<file path="src/rtl/instr_prefetch_queue_if.sv">
// Bus bundle between the instruction prefetch queue, the instruction
// memory and the decode stage. The prefetch queue uses the master view.
interface instr_prefetch_queue_if #(
    parameter int DEPTH  = 4,
    parameter int ADDR_W = 7
);
    localparam int CNT_W = $clog2(DEPTH) + 1;

    // Instruction memory read port
    logic              imem_req;
    logic [ADDR_W-1:0] imem_addr;
    logic [31:0]       imem_rdata;

    // Branch/jump redirect from the execute stage
    logic              redirect;
    logic [ADDR_W-1:0] redirect_pc;

    // Decode-side handshake
    logic              id_valid;
    logic              id_ready;
    logic [31:0]       id_instr;
    logic [ADDR_W-1:0] id_pc_inc;
    logic [CNT_W-1:0]  q_count;

    modport master (
        output imem_req, imem_addr,
        input  imem_rdata,
        input  redirect, redirect_pc,
        output id_valid,
        input  id_ready,
        output id_instr, id_pc_inc, q_count
    );

    modport slave (
        input  imem_req, imem_addr,
        output imem_rdata,
        output redirect, redirect_pc,
        input  id_valid,
        output id_ready,
        input  id_instr, id_pc_inc, q_count
    );
endinterface

</file>
<file path="src/rtl/instr_prefetch_queue.sv">
// Instruction prefetch queue: issues word reads to instruction memory,
// buffers returned words tagged with PC+4, and hands them to decode over a
// valid/ready handshake. Redirects flush the queue and drop in-flight data.
module instr_prefetch_queue #(
    parameter int                DEPTH    = 4,
    parameter int                ADDR_W   = 7,
    parameter logic [ADDR_W-1:0] PC_START = '0
) (
    input logic                    clk,
    input logic                    reset,
    instr_prefetch_queue_if.master bus
);
    localparam int                PTR_W      = $clog2(DEPTH);
    localparam int                CNT_W      = PTR_W + 1;
    localparam logic [CNT_W:0]    DEPTH_OCC  = DEPTH[CNT_W:0];
    localparam logic [ADDR_W-1:0] WORD_BYTES = ADDR_W'(4);
    localparam logic [ADDR_W-1:0] START_PC   = {PC_START[ADDR_W-1:2], 2'b00};

    logic [31:0]       instr_mem [DEPTH];
    logic [ADDR_W-1:0] tag_mem   [DEPTH];

    logic [PTR_W:0]    wr_ptr;
    logic [PTR_W:0]    rd_ptr;
    logic [ADDR_W-1:0] fetch_pc;
    logic [ADDR_W-1:0] inflight_tag;
    logic              inflight;

    logic [CNT_W-1:0]  count;
    logic [CNT_W:0]    occupancy;
    logic              empty;
    logic              full;
    logic              issue;
    logic              push;
    logic              pop;

    // Queue status and the issue/push/pop decisions for this cycle
    always_comb begin
        // NOTE: combinational blocks use blocking assignments and give every output a value first, so no latch can be inferred.
        count     = wr_ptr - rd_ptr;
        empty     = (wr_ptr == rd_ptr);
        full      = (wr_ptr[PTR_W] != rd_ptr[PTR_W]) &&
                    (wr_ptr[PTR_W-1:0] == rd_ptr[PTR_W-1:0]);
        // A word still in flight already owns a slot; a pop this cycle is not credited.
        occupancy = {1'b0, count} + {{CNT_W{1'b0}}, inflight};
        issue     = reset && !bus.redirect && (occupancy < DEPTH_OCC);
        // Responses landing during a redirect belong to the old path and are dropped.
        push      = inflight && !bus.redirect && !full;
        pop       = !empty && bus.id_ready && !bus.redirect;
    end

    // Fetch address, in-flight tracking and queue pointers
    always_ff @(posedge clk or negedge reset) begin
        // NOTE: sequential state is updated with non-blocking assignments so every register samples pre-edge values.
        if (!reset) begin
            fetch_pc     <= START_PC;
            inflight     <= 1'b0;
            inflight_tag <= '0;
            wr_ptr       <= '0;
            rd_ptr       <= '0;
        end else if (bus.redirect) begin
            fetch_pc <= {bus.redirect_pc[ADDR_W-1:2], 2'b00};
            inflight <= 1'b0;
            wr_ptr   <= '0;
            rd_ptr   <= '0;
        end else begin
            inflight <= issue;
            if (issue) begin
                fetch_pc     <= fetch_pc + WORD_BYTES;
                inflight_tag <= fetch_pc + WORD_BYTES;
            end
            if (push) wr_ptr <= wr_ptr + 1'b1;
            if (pop)  rd_ptr <= rd_ptr + 1'b1;
        end
    end

    // Queue storage: returned word and its PC+4 tag
    always_ff @(posedge clk) begin
        // NOTE: storage is deliberately not reset; the head is gated by id_valid, so stale contents never reach decode.
        if (push) begin
            instr_mem[wr_ptr[PTR_W-1:0]] <= bus.imem_rdata;
            tag_mem[wr_ptr[PTR_W-1:0]]   <= inflight_tag;
        end
    end

    // Memory request and decode-side outputs
    always_comb begin
        bus.imem_req  = issue;
        bus.imem_addr = fetch_pc;
        bus.id_valid  = !empty;
        bus.q_count   = count;
        bus.id_instr  = '0;
        bus.id_pc_inc = '0;
        if (!empty) begin
            bus.id_instr  = instr_mem[rd_ptr[PTR_W-1:0]];
            bus.id_pc_inc = tag_mem[rd_ptr[PTR_W-1:0]];
        end
    end
endmodule

</file>
<file path="src/flat_wrapper.sv">
// flat-port wrapper written by rule: the top's interface ports become plain ports
module instr_prefetch_queue_flat 
#(
    parameter int                DEPTH    = 4,
    parameter int                ADDR_W   = 7,
    parameter logic [ADDR_W-1:0] PC_START = '0
)
  (clk, reset, bus_imem_req, bus_imem_addr, bus_imem_rdata, bus_redirect, bus_redirect_pc, bus_id_valid, bus_id_ready, bus_id_instr, bus_id_pc_inc, bus_q_count);
  instr_prefetch_queue_if #(.DEPTH(DEPTH), .ADDR_W(ADDR_W)) bus_i ();
  input logic clk;
  input logic reset;
  output wire logic [$bits(bus_i.imem_req)-1:0] bus_imem_req;
  output wire logic [$bits(bus_i.imem_addr)-1:0] bus_imem_addr;
  input wire logic [$bits(bus_i.imem_rdata)-1:0] bus_imem_rdata;
  input wire logic [$bits(bus_i.redirect)-1:0] bus_redirect;
  input wire logic [$bits(bus_i.redirect_pc)-1:0] bus_redirect_pc;
  output wire logic [$bits(bus_i.id_valid)-1:0] bus_id_valid;
  input wire logic [$bits(bus_i.id_ready)-1:0] bus_id_ready;
  output wire logic [$bits(bus_i.id_instr)-1:0] bus_id_instr;
  output wire logic [$bits(bus_i.id_pc_inc)-1:0] bus_id_pc_inc;
  output wire logic [$bits(bus_i.q_count)-1:0] bus_q_count;
  assign bus_imem_req = bus_i.imem_req;
  assign bus_imem_addr = bus_i.imem_addr;
  assign bus_i.imem_rdata = bus_imem_rdata;
  assign bus_i.redirect = bus_redirect;
  assign bus_i.redirect_pc = bus_redirect_pc;
  assign bus_id_valid = bus_i.id_valid;
  assign bus_i.id_ready = bus_id_ready;
  assign bus_id_instr = bus_i.id_instr;
  assign bus_id_pc_inc = bus_i.id_pc_inc;
  assign bus_q_count = bus_i.q_count;
  instr_prefetch_queue #(.DEPTH(DEPTH), .ADDR_W(ADDR_W), .PC_START(PC_START)) u_core (.clk(clk), .reset(reset), .bus(bus_i));
endmodule
</file>
<file path="config.mk">
export PLATFORM = sky130hd
export DESIGN_NAME = instr_prefetch_queue_flat
export DESIGN_NICKNAME = d
export VERILOG_FILES = /design/src/rtl/instr_prefetch_queue_if.sv /design/src/rtl/instr_prefetch_queue.sv /design/src/flat_wrapper.sv
export SDC_FILE = /design/constraint.sdc
export NUM_CORES = 1
export LEC_CHECK = 0
export ABC_CLOCK_PERIOD_IN_PS = 3700
export CELL_PAD_IN_SITES_DETAIL_PLACEMENT = 0
export CELL_PAD_IN_SITES_GLOBAL_PLACEMENT = 1
export CORE_AREA = 4 4 125 127
export CTS_CLUSTER_SIZE = 20
export DETAILED_ROUTE_END_ITERATION = 8
export DIE_AREA = 0 0 129 131
export GPL_TIMING_DRIVEN = 0
export PLACE_DENSITY = 0.85
export SLEW_MARGIN = 10
export SYNTH_ARGS = -nofsm -noshare
export SYNTH_HDL_FRONTEND = slang
export SYNTH_SLANG_ARGS = --single-unit
</file>
<file path="constraint.sdc">
create_clock -name clk -period 3.7 [get_ports clk]
set_clock_uncertainty 0.15 [all_clocks]
set_input_delay 0.555 -clock clk [delete_from_list [all_inputs] [get_ports clk]]
set_output_delay 0.555 -clock clk [all_outputs]
set_load 0.02 [all_outputs]
</file>
==> run metrics, run 1 <==
outcome=completed; worst hold path class=input port to asynchronous set/reset pin; final hold violation count=0; critical path's largest stage delay=0.62 ns; sequential power share=42.1%; most frequent cell after synthesis=edfxtp_1; clock latency on the worst-skew pair=0.41 ns; P_sw=1.43 mW; # clock sinks=165; dominant cells by area after synthesis=edfxtp_1 67%, mux4_2 13%, dfrtp_1 6.4%; Buffers on Ports=86; Layout Nets=504; relative slew slack=42.5%; worst vdd ir=0.284 mV; vias in the first global route=3614; worst path buffer plus inverter count=5; CTS Buffer Depth=2; Clock power frac=32.1%; CP startpoint kind=flip-flop; crit path DAT=2.83 ns; TritonCTS Buffers=17; fillers=1095; Post-synth EDFFs=148; Max Freq=0.283 GHz; clock slew at reported path FFs=0.06 ns; Chip Width=129 um; top_reg_cell synth=edfxtp_1; design area=0.00844 mm^2; sw frac=27.1%; routed wire length=11.9 mm; crit-path max FO=10; Pre-Repair DR Iteration Count=5; Overflow after GRT=0; GRT Overall Usage=15.2%; root buf cell=clkbuf_16; placed cells=616; Leakage=3.14 nW; Worst EP required=2.99 ns; TritonCTS clock tree=done; syn avg cell area=19.5 um^2; slowest CP cell=clkdlybuf4s50_1; Post-Syn Area=0.00662 mm^2; Vias/cell=5.10; Ports=94; routability cong.=0.797; pre-CTS WS=-0.795 ns; PD cells=625 mW/mm^2; final worst path period share=95.5%; internal power=3.85 mW; DP Wirelength=7.62 mm; chip height=131 um; Power Total=5.27 mW; sequential share of the synthesized area=73.6%; Placed Area=0.00781 mm^2; RR Startpoint=u_core.rd_ptr[1]$_DFFE_PN0P_; Worst setup startpoint=u_core.rd_ptr[1]$_DFFE_PN0P_; FF+latch count, synth=165; Synth top cells by count=148 x edfxtp_1, 37 x mux4_2, 37 x nor2b_1; multi-input logic area=0.00163 mm^2; first-pass GRT wire length=19.1 mm; Setup Total Neg Slack=0 ns; drt wl/cell=18.3 um; # diodes=0; core area=0.0144 mm^2; drt first-iter violations=244; Final ANT Viol Nets=0; DIE AREA=0.0169 mm^2; Final Setup Violations=0; Synth cell types=32; Slew Viols, Final=0; Core Rows=44; asr flop ratio synth=10.3%; area grow syn2layout=27.5%; H-tree level count=4; unrepaired setup endpoints after global routing=no; post-synth top area share=67.1%; Worst Tran Pin Value=0.861 ns; Finished Layout Cells=649; post-synthesis cell count=339; Crit. End Element=output port; hold_buf cts=0; maxcap violations=0; via count=3308; share of layout cells above drive strength 1=20.0%; initial antenna violation count=0; sequential cell area=0.00487 mm^2; CP Cell Sequence=clkbuf_8 -> buf_4 -> inv_1 -> ha_1 -> nand2_1 -> nor2_1 -> clkbuf_4 -> nor2b_1 -> clkdlybuf4s50_1; largest net degree at the start of global routing=26; yosys warns=0; Period minus WS final=3.53 ns; cell accounting for the most synthesized area=edfxtp_1; Initial Util=45.9%; DRC=0; combinational power share=25.8%; family with the most delay on the worst path=buffers and inverters; worst setup path class=flip-flop to output port; Worst Slack Setup Final=0.167 ns
area by class of cell:
| type | instances | area share, % |
|---|---|---|
| tap | 184 | 2.73 |
| clock inverter | 11 | 1.59 |
| buffer | 19 | 1.48 |
| timing repair buffer | 91 | 11.5 |
| inverter | 10 | 0.445 |
| multi-input combinational | 148 | 19.3 |
| sequential | 165 | 57.7 |
| clock buffer | 21 | 5.22 |
through the flow:
step | hold WS (ns) | util [%]
finish | 0.0920 | 58.5
global route | 0.156 | 58.5
CTS | 0.369 | 58.2
detailed placement | 0.355 | 54.2
global placement | 0.343 | 53.5
floorplan | 0.109 | -
power groups by stage:
stage,Sequential [mW],Combinational (mW),Clock [mW]
finish,2.22,1.36,1.69
global route,2.23,1.48,1.80
CTS,2.22,1.41,1.73
detailed placement,2.26,1.44,0
global placement,2.25,1.42,0
floorplan,2.25,0.835,0
timing repair:
| action | in CTS | in global routing |
|---|---|---|
| buffers inserted | 1 | 0 |
| resized for setup | 32 | 17 |
| pin swaps | 1 | 0 |
| setup endpoints to repair | 39 | 16 |
sequential cells by signal (all words and copies together), names as in the netlist:
register and flops:
u_core.instr_mem 128, u_core.tag_mem 20, u_core.rd_ptr 3, u_core.wr_ptr 3
u_core.inflight 1, u_core.bus.imem_addr 5, u_core.inflight_tag 5
cells in the final DEF, fill, tap and decap left out, types with 3 or more instances in the layout:
| cell type | Yosys | layout |
|---|---|---|
| and2_2 | 0 | 4 |
| inv_1 | 9 | 9 |
| nand2_1 | 5 | 5 |
| nor2b_1 | 37 | 37 |
| bufinv_16 | 0 | 3 |
| clkinvlp_4 | 0 | 3 |
| clkbuf_16 | 0 | 17 |
| clkbuf_4 | 0 | 3 |
| clkdlybuf4s50_1 | 0 | 50 |
| o21ai_0 | 5 | 5 |
| conb_1 | 1 | 4 |
| dfrtp_1 | 17 | 16 |
| xnor2_1 | 5 | 5 |
| buf_4 | 4 | 6 |
| buf_12 | 0 | 3 |
| ha_1 | 8 | 8 |
| xor2_1 | 8 | 8 |
| dlymetal6s2s_1 | 0 | 16 |
| nor2_1 | 11 | 11 |
| dlygate4sd2_1 | 0 | 19 |
| mux2i_1 | 3 | 3 |
| nand3_1 | 4 | 4 |
| clkinv_1 | 0 | 3 |
| buf_2 | 5 | 4 |
| edfxtp_1 | 148 | 148 |
| clkbuf_1 | 9 | 8 |
| mux4_2 | 37 | 37 |
| a21oi_1 | 3 | 3 |
logic make-up (layout without fill, tap and decap cells):
family	Yosys count	count (layout)	synth area share, %
DFF	165	165	73.6
and+or+nand+nor	69	69	6.18
muxes	42	42	13.4
buffers and inverters	29	152	2.08
xor gates and xnor gates	14	14	2.08
AOI/OAI and AO/OA	10	10	0.832
adders and majority gates	9	9	1.81
other	1	4	0.0567
routing by layer:
layer / vias up / part of all wire, % / GRT usage (%)
li1: 1541 / - / -
met1: 1677 / 42 / 19.4
met2: 82 / 52 / 25.2
met3: 8 / 5.4 / 4.59
met4: 0 / 0.77 / 5.19
met5: - / 0 / 0
worst paths after layout:
| check | endpoint | slack (ns) | cells after the start |
|---|---|---|---|
| max reg2reg | u_core.instr_mem[3][1]$_DFFE_PP_ | 0.66 | 9 |
| min in group clk | u_core.tag_mem[2][4]$_DFFE_PP_ | 0.37 | 0 |
| min | u_core.inflight_tag[2]$_DFFE_PN0P_ | 0.09 | 1 |
| min reg2reg | u_core.tag_mem[2][4]$_DFFE_PP_ | 0.37 | 0 |
| max | bus_id_pc_inc[5] | 0.17 | 9 |
| max in group asynchronous | u_core.rd_ptr[1]$_DFFE_PN0P_ | 2.72 | 1 |
(Power assumes the default switching activity.)
==> inputs of run 2 (changes only) <==
--- a/config.mk
+++ b/config.mk
@@ -9,6 +9,7 @@
 export CELL_PAD_IN_SITES_DETAIL_PLACEMENT = 0
 export CELL_PAD_IN_SITES_GLOBAL_PLACEMENT = 1
 export CORE_AREA = 4 4 125 127
+export CTS_CLUSTER_DIAMETER = 40
 export CTS_CLUSTER_SIZE = 20
 export DETAILED_ROUTE_END_ITERATION = 8
 export DIE_AREA = 0 0 129 131
==> results of run 2 <==
No change in the layout: final DEF, timing and power equal those of run 1.
